## src/rtl/tx_fifo_gowin.sv

```systemverilog
// Elastic FWFT TX buffer between the RIFFA TX stage and the Gowin PCIe TL TX port, with framing/mask checks.
// Optional feature macro: GOWIN_TX_PKT_COUNT_EN adds TX_PKT_COUNT (popped end-of-packet beats).
module tx_fifo_gowin #(
   parameter int C_PCI_DATA_WIDTH = 256,
   parameter int C_DEPTH          = 4
) (
   input  logic                        CLK,
   input  logic                        RST_IN,
   input  logic [C_PCI_DATA_WIDTH-1:0] S_TLP_DATA,
   input  logic [7:0]                  S_TLP_VALID,
   input  logic                        S_TLP_SOP,
   input  logic                        S_TLP_EOP,
   output logic                        S_TLP_READY,
   output logic [C_PCI_DATA_WIDTH-1:0] TL_TX_DATA,
   output logic [7:0]                  TL_TX_VALID,
   output logic                        TL_TX_SOP,
   output logic                        TL_TX_EOP,
   input  logic                        TL_TX_WAIT,
   output logic [$clog2(C_DEPTH):0]    FIFO_LEVEL,
   output logic                        FRAME_ERR
`ifdef GOWIN_TX_PKT_COUNT_EN
   ,
   output logic [31:0]                 TX_PKT_COUNT
`endif
);

   localparam int AW = $clog2(C_DEPTH);
   localparam int LW = AW + 1;
   localparam logic [LW-1:0] DEPTH_L = LW'(C_DEPTH);

   if (C_DEPTH < 2 || (C_DEPTH & (C_DEPTH - 1)) != 0) begin : g_bad_depth
      $error("tx_fifo_gowin: C_DEPTH must be a power of 2 and >= 2");
   end

   typedef struct packed {
      logic [C_PCI_DATA_WIDTH-1:0] data;
      logic [7:0]                  mask;
      logic                        sop;
      logic                        eop;
   } entry_t;

   typedef enum logic {IDLE = 1'b0, PKT = 1'b1} state_t;

   entry_t        mem_q [C_DEPTH];
   entry_t        head;
   logic [AW-1:0] wr_ptr_q, wr_ptr_d, rd_ptr_q, rd_ptr_d;
   logic [LW-1:0] level_q, level_d;
   logic          ready_q, ready_d;
   logic          err_q, err_d;
   state_t        state_q, state_d;
   logic          accept, empty, pop, push, frame_ok, err_set, mask_legal, mask_bad;

   assign accept = (|S_TLP_VALID) && ready_q;
   assign empty  = (level_q == '0);
   assign pop    = !TL_TX_WAIT && !empty;

   always_comb begin
      mask_legal = 1'b0;
      case (S_TLP_VALID)
         8'hFF, 8'hFE, 8'hFC, 8'hF8, 8'hF0, 8'hE0, 8'hC0, 8'h80: mask_legal = 1'b1;
         default: mask_legal = 1'b0;
      endcase
   end
   // Every non-final beat must be full; mask errors flag but do not drop the beat.
   assign mask_bad = !mask_legal || (!S_TLP_EOP && S_TLP_VALID != 8'hFF);

   // Framing FSM: state register / next state / outputs.
   always_ff @(posedge CLK or negedge RST_IN) begin
      if (!RST_IN) state_q <= IDLE;
      else         state_q <= state_d;
   end

   always_comb begin
      state_d = state_q;
      if (accept) begin
         case (state_q)
            IDLE: if (S_TLP_SOP && !S_TLP_EOP) state_d = PKT;
            PKT:  if (!S_TLP_SOP && S_TLP_EOP) state_d = IDLE;
            default: state_d = IDLE;
         endcase
      end
   end

   always_comb begin
      frame_ok = (state_q == IDLE) ? S_TLP_SOP : !S_TLP_SOP;
      push     = accept && frame_ok;
      err_set  = accept && (!frame_ok || mask_bad);
   end

   always_comb begin
      wr_ptr_d = push ? wr_ptr_q + 1'b1 : wr_ptr_q;
      rd_ptr_d = pop  ? rd_ptr_q + 1'b1 : rd_ptr_q;
      case ({push, pop})
         2'b10:   level_d = level_q + 1'b1;
         2'b01:   level_d = level_q - 1'b1;
         default: level_d = level_q;
      endcase
      // Registered ready: looks at the post-edge level so a full FIFO can never be pushed.
      ready_d = (level_d < DEPTH_L);
      err_d   = err_q | err_set;
   end

   always_ff @(posedge CLK or negedge RST_IN) begin
      if (!RST_IN) begin
         wr_ptr_q <= '0;
         rd_ptr_q <= '0;
         level_q  <= '0;
         ready_q  <= 1'b0;
         err_q    <= 1'b0;
      end else begin
         wr_ptr_q <= wr_ptr_d;
         rd_ptr_q <= rd_ptr_d;
         level_q  <= level_d;
         ready_q  <= ready_d;
         err_q    <= err_d;
      end
   end

   // Storage needs no reset: outputs are gated while empty.
   always_ff @(posedge CLK) begin
      if (push) mem_q[wr_ptr_q] <= '{data: S_TLP_DATA, mask: S_TLP_VALID, sop: S_TLP_SOP, eop: S_TLP_EOP};
   end

   assign head        = mem_q[rd_ptr_q];
   assign TL_TX_DATA  = empty ? '0 : head.data;
   assign TL_TX_VALID = empty ? '0 : head.mask;
   assign TL_TX_SOP   = !empty && head.sop;
   assign TL_TX_EOP   = !empty && head.eop;
   assign S_TLP_READY = ready_q;
   assign FIFO_LEVEL  = level_q;
   assign FRAME_ERR   = err_q;

`ifdef GOWIN_TX_PKT_COUNT_EN
   logic [31:0] pkt_cnt_q, pkt_cnt_d;

   always_comb begin
      pkt_cnt_d = (pop && head.eop) ? pkt_cnt_q + 32'd1 : pkt_cnt_q;
   end

   always_ff @(posedge CLK or negedge RST_IN) begin
      if (!RST_IN) pkt_cnt_q <= '0;
      else         pkt_cnt_q <= pkt_cnt_d;
   end

   assign TX_PKT_COUNT = pkt_cnt_q;
`endif

endmodule
```

## config.mk

```make
export PLATFORM = sky130hd
export DESIGN_NAME = tx_fifo_gowin
export DESIGN_NICKNAME = d
export VERILOG_FILES = /design/src/rtl/tx_fifo_gowin.sv
export SDC_FILE = /design/constraint.sdc
export NUM_CORES = 1
export LEC_CHECK = 0
export ABC_AREA = 1
export BUFFER_PORTS_ARGS = -buffer_cell sky130_fd_sc_hd__buf_4
export CAP_MARGIN = 20
export CORE_MARGIN = 2
export CORE_UTILIZATION = 25
export DETAILED_ROUTE_END_ITERATION = 8
export PLACE_DENSITY = 0.44
export SYNTH_ARGS = -nofsm -noshare
export SYNTH_HDL_FRONTEND = slang
export SYNTH_SLANG_ARGS = --single-unit
```

## constraint.sdc

```tcl
create_clock -name CLK -period 16.3 [get_ports CLK]
set_input_delay 3.26 -clock CLK [delete_from_list [all_inputs] [get_ports CLK]]
set_output_delay 3.26 -clock CLK [all_outputs]
set_load 0.01 [all_outputs]
```

# Yosys cells after proc, flatten, opt, wreduce, memory -nomap -nowiden
# Memories as Yosys holds them, arrays and structs flattened.
# Cells that the tools add are included.
# W data, S select, Z words.
totals:
  ff_bits: 10
  mem_bits_rw: 1064
  inputBits: 269
  output_inout_bits: 271
  elab_cells: 55
  mem_count: 1
memory_table:
  columns: ["memory", "words", "width", "read_ports", "rd_clocked_by_memory_dff", "wr", "line", "source"]
  rows:
  - ["mem_q", 4, 266, 1, 0, 1, "44", "entry_t mem_q [C_DEPTH];"]
classes:
  addsub: 4
  magnitude_cmp: 1
  n_eq_ne: 11
  mux: 10
  bitwise_logic: 2
  n_reduce_logical: 20
op_table:
  columns: ["op", "n"]
  rows:
  - ["$mux W256", 1]
  - ["$eq A8 B8 Y1 const B", 8]
  - ["$reduce_or A8 Y1", 2]
  - ["$logic_and A1 B1 Y1", 9]
  - ["$mux W8", 1]
  - ["$ne A8 B8 Y1 const B", 1]
  - ["$logic_not A1 Y1", 6]
  - ["$mux W1", 6]
  - ["$pmux W3 S2", 1]
  - ["$add A2 B1 Y2 const B", 2]
  - ["$add A3 B1 Y3 const B", 1]
  - ["$logic_not A3 Y1", 1]
  - ["$lt A3 B3 Y1 const B", 1]
  - ["$sub A3 B1 Y3 const B", 1]
  - ["$eq A2 B1 Y1 const B", 1]
  - ["$eq A2 B2 Y1 const B", 1]
  - ["$logic_or A1 B1 Y1", 2]
  - ["$pmux W1 S2", 1]
  - ["$not A1 Y1", 1]
  - ["$or A1 B1 Y1", 1]

# Depth between registers and ports, before layout
# Gate-level depths: netlist of run 1.
logic_depth:
  ltp_word: 8
  depth_mapped: 11
  ltp_nobuf: 11

# Worst setup path before layout of run 1
# No wires, ideal clock.
synth_timing:
  path_type: "input-to-reg"
  startpoint: "input S_TLP_SOP"
  endpoint: "memory mem_q[0][0] (netlist bit) (enable)"
  setup_ns: 0.899
  arrival_time_ns: 14.803
  required_ns: 15.401
  setup_slack_ns: 0.598
  path_stages: 5
  path_buffers: 0
  cell_sequence: "nand2_1 -> inv_1 -> nor2_1 -> nand3_1 -> nor2_1"
synth_via:
  elab_chain_len: 5
synth_rtl:
  columns: ["element", "line", "source"]
  rows:
  - ["start, declared", "11", "input logic S_TLP_SOP,"]
  - ["$logic_not A1 Y1", "85", "frame_ok = (state_q == IDLE) ? S_TLP_SOP : !S_TLP_SOP;"]
  - ["$mux W1 (*)", "85", null]
  - ["$logic_and A1 B1 Y1 (*)", "86", "push = accept && frame_ok;"]
  - ["$mux W1 (*)", "121", "if (push) mem_q[wr_ptr_q] <= '{data: S_TLP_DATA, mask: S_TLP_VALID, sop: S_TLP_SOP, eop: S_TLP_EOP};"]
  - ["$mux W1 (not written as such) (*)", "121", null]
  - ["end, declared", "44", null]
# Every way passes the cells marked *; elsewhere a longest branch is shown, timed or not.

# Worst setup path after layout of run 1
layout_timing:
  startpoint: "register rd_ptr_q[0]"
  endpoint: "output TL_TX_DATA[53]"
layout_via:
  elab_chain_len: 2
layout_rtl:
  columns: ["element", "line", "source"]
  rows:
  - ["start, declared", "46", "logic [AW-1:0] wr_ptr_q, wr_ptr_d, rd_ptr_q, rd_ptr_d;"]
  - ["start signal, assigned", "112", "rd_ptr_q <= rd_ptr_d;"]
  - ["$mem_v2 Z4 W266", null, null]
  - ["$mux W256", "125", "assign TL_TX_DATA = empty ? '0 : head.data;"]
  - ["end, declared", "14", "output logic [C_PCI_DATA_WIDTH-1:0] TL_TX_DATA,"]
# Every way passes these cells.

==> impl_metrics.yaml, run 1 <==
detailed_routing:
  via_per_inst: 4.34
  ant_nets: 0
  wl_per_cell_um: 19.3
  drt_iter0_drc: 1557
  drt_pass1_iterations: 7
  wirelength_mm: 116
  vias: 26000
  remaining_drc_errors: 0
sta:
  fin_crit_ps: 8170
  clock_skew_ps: 37.0
  setup_slack_ps: 8130
  worst_pin_slew_ps: 1080
  fin_setup_tns_ps: 0
  rsz0062_at_grt: "no"
  setup_viol: 0
  max_slew_margin_pct: 27.7
  hold_viol: 0
  timing.fmax_ghz: 0.122
  slew_viol_final: 0
  post-route-period-util_pct: 50.1
  fin_hold_ws_ps: 488
placed_design:
  dp_hpwl_mm: 65.0
  place.gp.congestion: 0.736
  io_buffers: 539
  pre_cts_ws_ps: 8250
run_status:
  status: "complete, no violations"
logic_synthesis:
  yosysUniqueCellTypes: 22
  syn_area_mm2: 0.0416
  synthTopCellsByArea: "edfxtp_1 77%, nor2_1 9.8%, o21ai_0 4.5%"
  yosys.area.top_type: "edfxtp_1"
  ys_warn_count: 0
  synth.top_cell.area_share_pct: 76.8
  synth.avg_cell_area_um2: 12.9
  synthCells: 3220
  syn-num-nets: 3495
  yosysSeqAreaShare_pct: 77.4
  synth_seq_cells: 1074
global_route:
  grt_overflow: 0
  antenna_found_initial: 18
  grt_usage_pct: 13.2
  grt_pass1_wl_mm: 169
  grt_pass1_vias: 25100
  grt_max_degree: 203
worst_setup_path:
  crit_chain: "inv_8, buf_4, buf_4, o21ai_0, a21oi_1, buf_4"
  crit_family: "buffers and inverters"
  cpMaxStageDelayCell: "buf_4"
  cp_num_buf_inv: 4
  r2r_start: "state_q"
  crit_path_end_kind: "output pin"
  regToRegEndpoint: "mem_q[1][95]"
  reg2regPathDepth: 8
  crit_fanout: 162
  cp_slowest_stage_delay_ps: 900
  start_kind: "flop"
  critPathArrivalTime_ps: 4910
  r2r_setup_slack_ps: 11450
  required_ps: 13040
  critPathLaunch: "rd_ptr_q[0]"
  worstSetupPathType: "flop to output pin"
  cp_common_cell: "buf_4"
layout:
  layout_common_cells: "1,078 x nor2_1, 1,064 x edfxtp_1, 565 x buf_4"
  layout_commonest_cell: "nor2_1"
  nets: 3984
  final_core_util_pct: 31.3
  n_fill_cell: 16600
  drive_gt1_share_pct: 19.7
  syn2layout_area_growth_pct: 24.2
die:
  die_w_um: 412
  ioPinCount: 540
  num_rows: 149
  initial_core_util_pct: 25.2
  die_area_mm2: 0.170
  fp.coreArea_mm2: 0.165
  die_y_um: 412
power:
  pwr-share-clk_pct: 25.5
  power_frac_seq_pct: 36.1
  power.internal_w: 0.00649
  swShare_pct: 37.0
  powerDensity_mw_per_mm2: 199
  pwr-share-comb_pct: 38.4
  finalPower_w: 0.0103
  netSwitchingPower_w: 0.00381
  irDropWorstVdd_uv: 112
  leakagePower_nw: 17.6
cts:
  clk_path_buf_depth: 3
  post_cts_resized: 0
  clkSinkCount: 1074
  cts_buffers: 120
  ctsHoldBuffers: 0
  insertion_delay_ps: 740
  cts_tree: "done"
  cts_root_buffer: "clkbuf_16"
  htreeDepth: 3
  clk_pin_slew_ps: 60
  post_cts.repair.setup_buffers: 0
min_path:
  min_to: "FRAME_ERR"
  hp-class: "flop to flop"
  min_from: "FRAME_ERR"
  min_path_cells: 2
run:
  cap_viol_max_count: 0
==> per-stage QoR <==
step / instances / cell area [µm²]
CTS: 5996 / 51600
global route: 5998 / 51600
floorplan: 3220 / 41600
finish: 5998 / 51600
global placement: 5775 / 47800
detailed placement: 5775 / 47800
==> metal layers <==
metal  GRT usage (%)  up-vias  wire length (µm)
met5               0        -               200
met3            3.40      164              7100
met1            17.6    12800             51400
li1                -    12500                 -
met2            21.2      585             55000
met4            3.44       30              2120
==> worst max path at each step <==
stage | end | slack (ps) | cells after the start
after floorplan | mem_q[0][0] | 600 | 5
after global placement | mem_q[1][95] | 8290 | 10
after detailed placement | mem_q[1][95] | 8250 | 10
after CTS | TL_TX_DATA[53] | 7950 | 6
after global routing | TL_TX_DATA[53] | 7670 | 6
final | TL_TX_DATA[53] | 8130 | 6
==> power by group through the flow <==
stage / logic, W / clock network, W / registers [W]
after global routing: 0.00437 / 0.00281 / 0.00376
final: 0.00396 / 0.00262 / 0.00372
after detailed placement: 0.00407 / 0 / 0.00378
after CTS: 0.00408 / 0.00271 / 0.00372
after floorplan: 0.00218 / 0 / 0.00394
after global placement: 0.00407 / 0 / 0.00377
==> tightest hold or removal path: stages (launching register included) <==
cell and delay [ps]:
dfrtp_1 350, inv_1 50, nand2_1 60
==> kinds of logic after synthesis <==
group | share of synthesized area (%)
fa+ha+maj | 0.199
flops | 77.4
mux | 0.0271
buf+inv | 2.59
simple gates | 9.99
xor+xnor | 0.0632
compound gates | 9.69
==> registers in the layout, indices dropped and copies added, names as in the netlist, named ones only <==
signal	flops
mem_q	1064
state_q	1
S_TLP_READY	1
rd_ptr_q	2
FRAME_ERR	1
FIFO_LEVEL	2
wr_ptr_q	2
==> cell usage after synthesis (all sizes together) <==
| cell | count |
|---|---|
| a21boi | 1 |
| inv | 19 |
| clkinv | 1 |
| ha | 5 |
| xor2 | 2 |
| o21ai | 537 |
| nor2 | 1082 |
| a21oi | 267 |
| dfrtp | 10 |
| buf | 113 |
| nand2 | 19 |
| nand3 | 2 |
| xnor2 | 1 |
| nand4 | 2 |
| mux2 | 1 |
| edfxtp | 1064 |
| clkbuf | 93 |
| fa | 1 |
==> layout make-up <==
type	instances	area [µm²]	share of cell area, %
Clock buffer	147	3130	6.05
Inverter	20	97.6	0.189
Multi-Input combinational cell	1920	8340	16.1
Timing Repair Buffer	573	4410	8.54
Sequential cell	1074	32200	62.4
Tap cell	2189	2740	5.30
Antenna cell	1	2.50	0.00485
Clock inverter	74	712	1.38
Power figures use the tool's default switching activity.
==> run 2: changes to the inputs <==
==> constraint.sdc (replaced) <==
create_clock -name CLK -period 7.7 [get_ports CLK]
set_input_delay 1.54 -clock CLK [delete_from_list [all_inputs] [get_ports CLK]]
set_output_delay 1.54 -clock CLK [all_outputs]
set_load 0.01 [all_outputs]
==> impl_metrics.yaml, run 2 (synthesis gave the netlist of run 1 again) <==
run_status:
  status: "complete, no violations"
worst_setup_path:
  start_kind: "flop"
  reg2regPathDepth: 6
  worstSetupPathType: "flop to output pin"
  required_ps: 6160
  r2r_setup_slack_ps: 4520
  crit_path_end_kind: "output pin"
  crit_fanout: 174
  cpMaxStageDelayCell: "dfrtp_4"
  critPathArrivalTime_ps: 3790
  crit_chain: "inv_8, buf_12, o21ai_0, a21oi_1, buf_4"
  cp_slowest_stage_delay_ps: 840
cts:
  cts_buffers: 121
  ctsHoldBuffers: 0
  htreeDepth: 3
  clkSinkCount: 1074
  cts_root_buffer: "clkbuf_16"
  post_cts_resized: 0
  clk_path_buf_depth: 3
  insertion_delay_ps: 740
  post_cts.repair.setup_buffers: 0
  cts_tree: "done"
  clk_pin_slew_ps: 60
detailed_routing:
  drt_iter0_drc: 1307
  wl_per_cell_um: 19.6
  ant_nets: 0
  via_per_inst: 4.34
  vias: 26000
  remaining_drc_errors: 0
  drt_pass1_iterations: 5
  wirelength_mm: 118
sta:
  slew_viol_final: 0
  max_slew_margin_pct: 18.1
  setup_viol: 0
  fin_setup_tns_ps: 0
  setup_slack_ps: 2370
  timing.fmax_ghz: 0.187
  rsz0062_at_grt: "no"
  clock_skew_ps: 24.3
  worst_pin_slew_ps: 1230
  fin_crit_ps: 5330
  post-route-period-util_pct: 69.3
  hold_viol: 0
power:
  pwr-share-clk_pct: 24.8
  power.internal_w: 0.0136
  powerDensity_mw_per_mm2: 420
  pwr-share-comb_pct: 39.0
  netSwitchingPower_w: 0.00801
  leakagePower_nw: 17.6
  swShare_pct: 37.0
  irDropWorstVdd_uv: 291
  power_frac_seq_pct: 36.2
layout:
  multi_input_area_mm2: 0.00834
  n_fill_cell: 16600
  layout_commonest_cell: "nor2_1"
  regMostFlops: "mem_q"
  num_antenna_cells: 0
  drive_gt1_share_pct: 19.3
  syn2layout_area_growth_pct: 23.9
  largest_register_ffs: 1064
  seqCellArea_mm2: 0.0322
  nets: 3991
  layout_common_cells: "1,078 x nor2_1, 1,064 x edfxtp_1, 564 x buf_4"
die:
  die_w_um: 412
  die_y_um: 412
  die_area_mm2: 0.170
  ioPinCount: 540
  fp.coreArea_mm2: 0.165
  num_rows: 149
  initial_core_util_pct: 25.2
global_route:
  grt_usage_pct: 13.4
  grt_pass1_wl_mm: 171
  antenna_found_initial: 11
  grt_max_degree: 175
  grt_pass1_vias: 25200
  grt_overflow: 0
placed_design:
  io_buffers: 539
  pre_cts_ws_ps: 3060
  place.gp.congestion: 0.728
  dp_hpwl_mm: 66.4
run:
  cap_viol_max_count: 0
min_path:
  hp-class: "flop to flop"
  min_path_cells: 2
[run 2: through the flow]
step | hold WS, ps | area, µm² | total power (W) | utilization, % | instances
after CTS | 523 | 51500 | 0.0221 | 31.2 | 5998
after global routing | 523 | 51500 | 0.0230 | 31.2 | 5998
final | 513 | 51500 | 0.0216 | 31.2 | 5998
after global placement | 455 | 47900 | 0.0167 | 29.0 | 5782
after detailed placement | 478 | 47900 | 0.0167 | 29.0 | 5782
after floorplan | 474 | 41600 | 0.0127 | - | 3220
[run 2: layer usage]
layer	routed length (µm)	share of wire, %	GRT usage [%]	up-vias
met5	142	0.12	0	-
met3	7370	6.3	3.83	184
met1	51900	44	17.5	12800
met4	2760	2.3	3.87	22
met2	55700	47	21.7	581
li1	-	-	-	12500
[run 2: worst max-delay path, delay by kind of cell, from the launching register on]
kind	cells	cell delay (ps)
flip-flops	1	840
AO/OA/AOI/OAI	2	500
buffers and inverters	3	1340
[run 2: final timing paths]
| kind | startpoint | endpoint |
|---|---|---|
| setup reg to reg | state_q | mem_q[2][114] |
| hold / removal | FRAME_ERR | FRAME_ERR |
| hold reg to reg | FRAME_ERR | FRAME_ERR |
| setup / recovery | rd_ptr_q[0] | TL_TX_DATA[79] |
| max in group asynchronous | RST_IN | rd_ptr_q[0] |
| min in group asynchronous | RST_IN | state_q |
[run 2: area by class of cell]
class | count | area share [%]
well taps | 2189 | 5.32
repair buffers | 579 | 8.80
inverters | 20 | 0.189
clock buffers | 163 | 6.26
clock inverters | 53 | 0.748
multi-input cells | 1920 | 16.2
flip-flops and latches | 1074 | 62.5
[run 2: power groups by stage]
stage          sequential (W)  clock (W)  combinational (W)
2_1_floorplan         0.00812          0            0.00462
3_3_place_gp          0.00795          0            0.00870
3_5_place_dp          0.00796          0            0.00871
4_1_cts               0.00784    0.00554            0.00874
5_1_grt               0.00792    0.00576            0.00936
6_report              0.00784    0.00536            0.00845
==> run 3: changes to the inputs <==
--- a/config.mk
+++ b/config.mk
@@ -11,7 +11,7 @@
 export CORE_MARGIN = 2
 export CORE_UTILIZATION = 25
 export DETAILED_ROUTE_END_ITERATION = 8
-export PLACE_DENSITY = 0.44
+export PLACE_DENSITY = 0.45
 export SYNTH_ARGS = -nofsm -noshare
 export SYNTH_HDL_FRONTEND = slang
 export SYNTH_SLANG_ARGS = --single-unit
==> constraint.sdc (replaced) <==
create_clock -name CLK -period 4.35 [get_ports CLK]
set_input_delay 0.87 -clock CLK [delete_from_list [all_inputs] [get_ports CLK]]
set_output_delay 0.87 -clock CLK [all_outputs]
set_load 0.01 [all_outputs]
==> impl_metrics.yaml, run 3 (synthesis gave the netlist of run 1 again) <==
worst_setup_path:
  crit_family: "buffers and inverters"
  worstSetupPathType: "flop to output pin"
  regToRegEndpoint: "mem_q[0][28]"
  required_ps: 3480
  worstSetupEndpoint: "TL_TX_DATA[84]"
  crit_cells: 6
  start_kind: "flop"
  crit_path_end_kind: "output pin"
  crit_chain: "inv_8, buf_12, nor2_1, o21ai_1, a21oi_1, buf_4"
  cpMaxStageDelayCell: "inv_8"
  crit_fanout: 113
  r2r_setup_slack_ps: 2040
  critPathLaunch: "rd_ptr_q[1]"
  cp_num_buf_inv: 3
  critPathArrivalTime_ps: 3110
  r2r_start: "state_q"
  cp_slowest_stage_delay_ps: 710
  reg2regPathDepth: 6
sta:
  fin_crit_ps: 3980
  clock_skew_ps: 18.9
  fin_hold_ws_ps: 322
  slew_viol_final: 0
  worst_pin_slew_ps: 996
  fin_setup_tns_ps: 0
  setup_slack_ps: 369
  timing.fmax_ghz: 0.251
  max_slew_margin_pct: 33.6
  setup_viol: 0
  rsz0062_at_grt: "no"
  post-route-period-util_pct: 91.5
  hold_viol: 0
layout:
  regMostFlops: "mem_q"
  multi_input_area_mm2: 0.00838
  layout_common_cells: "1,074 x nor2_1, 1,064 x edfxtp_1, 601 x buf_4"
  drive_gt1_share_pct: 20.9
  syn2layout_area_growth_pct: 25.7
  largest_register_ffs: 1064
  postLayoutCellArea_mm2: 0.0523
  nets: 4046
  n_fill_cell: 16500
  layout_commonest_cell: "nor2_1"
  seqCellArea_mm2: 0.0322
cts:
  cts_root_buffer: "clkbuf_16"
  post_cts.repair.setup_buffers: 0
  clk_path_buf_depth: 3
  cts_buffers: 118
  post_cts_resized: 0
  ctsHoldBuffers: 1
  insertion_delay_ps: 750
  clk_pin_slew_ps: 70
  cts_tree: "done"
  clkSinkCount: 1074
  htreeDepth: 3
detailed_routing:
  met2_length_mm: 57.5
  remaining_drc_errors: 0
  via_per_inst: 4.35
  vias: 26400
  wirelength_mm: 120
  ant_nets: 0
  met3WireLength_mm: 7.37
  wl_per_cell_um: 19.9
  drt_iter0_drc: 1510
  top_layer: "met5"
  met1_length_mm: 53.5
  drt_pass1_iterations: 4
power:
  swShare_pct: 37.2
  power_frac_seq_pct: 35.5
  leakagePower_nw: 17.9
  pwr-share-clk_pct: 24.4
  power.internal_w: 0.0245
  netSwitchingPower_w: 0.0145
  pwr-share-comb_pct: 40.1
  finalPower_w: 0.0389
  powerDensity_mw_per_mm2: 745
  irDropWorstVdd_uv: 603
die:
  ioPinCount: 540
  die_y_um: 412
  die_area_mm2: 0.170
  initial_core_util_pct: 25.2
  fp.coreArea_mm2: 0.165
  num_rows: 149
  die_w_um: 412
run:
  cap_viol_max_count: 0
placed_design:
  pre_cts_ws_ps: 1040
  dp_hpwl_mm: 73.7
  place.gp.congestion: 0.747
  io_buffers: 539
  postPlaceCellArea_mm2: 0.0486
run_status:
  status: "complete, no violations"
min_path:
  hp-class: "primary input to flop"
  min_path_cells: 1
global_route:
  grt_pass1_vias: 26000
  grt_usage_pct: 13.8
  grt_overflow: 0
  grt_max_degree: 114
  grt_pass1_wl_mm: 176
  antenna_found_initial: 19
==> run 3: metrics by stage <==
step                std cells  utilization (%)
finish                   6063             31.7
global route             6062             31.7
CTS                      6056             31.7
detailed placement       5839             29.5
global placement         5838             29.5
floorplan                3220                -
==> run 3: worst min path at each step <==
stage / slack (ps) / from / endpoint
after CTS: 220 / S_TLP_DATA[174] / mem_q[3][184]
after global placement: 460 / FRAME_ERR / FRAME_ERR
after floorplan: 490 / wr_ptr_q[1] / wr_ptr_q[1]
final: 320 / S_TLP_DATA[172] / mem_q[0][182]
after global routing: 240 / S_TLP_DATA[73] / mem_q[3][83]
after detailed placement: 490 / FRAME_ERR / FRAME_ERR
==> run 3: layout make-up <==
cell class                 count  area share [%]
inverter                      20           0.187
multi-input combinational   1920            16.0
timing repair buffer         637            9.99
clock buffer                 162            6.04
antenna                        7          0.0335
tap                         2189            5.24
sequential                  1074            61.6
clock inverter                54           0.897
==> run 3: power groups by stage <==
stage               registers [W]  clock network, W  logic (W)
global route               0.0140            0.0102     0.0172
CTS                        0.0138           0.00981     0.0161
global placement           0.0140                 0     0.0160
detailed placement         0.0141                 0     0.0160
floorplan                  0.0141                 0    0.00820
finish                     0.0138           0.00949     0.0156
==> run 3: layer usage <==
layer	vias to the layer above	track usage [%]
li1	12600	-
met1	13000	18.3
met4	26	3.18
met5	-	0
met3	163	3.83
met2	564	22.5
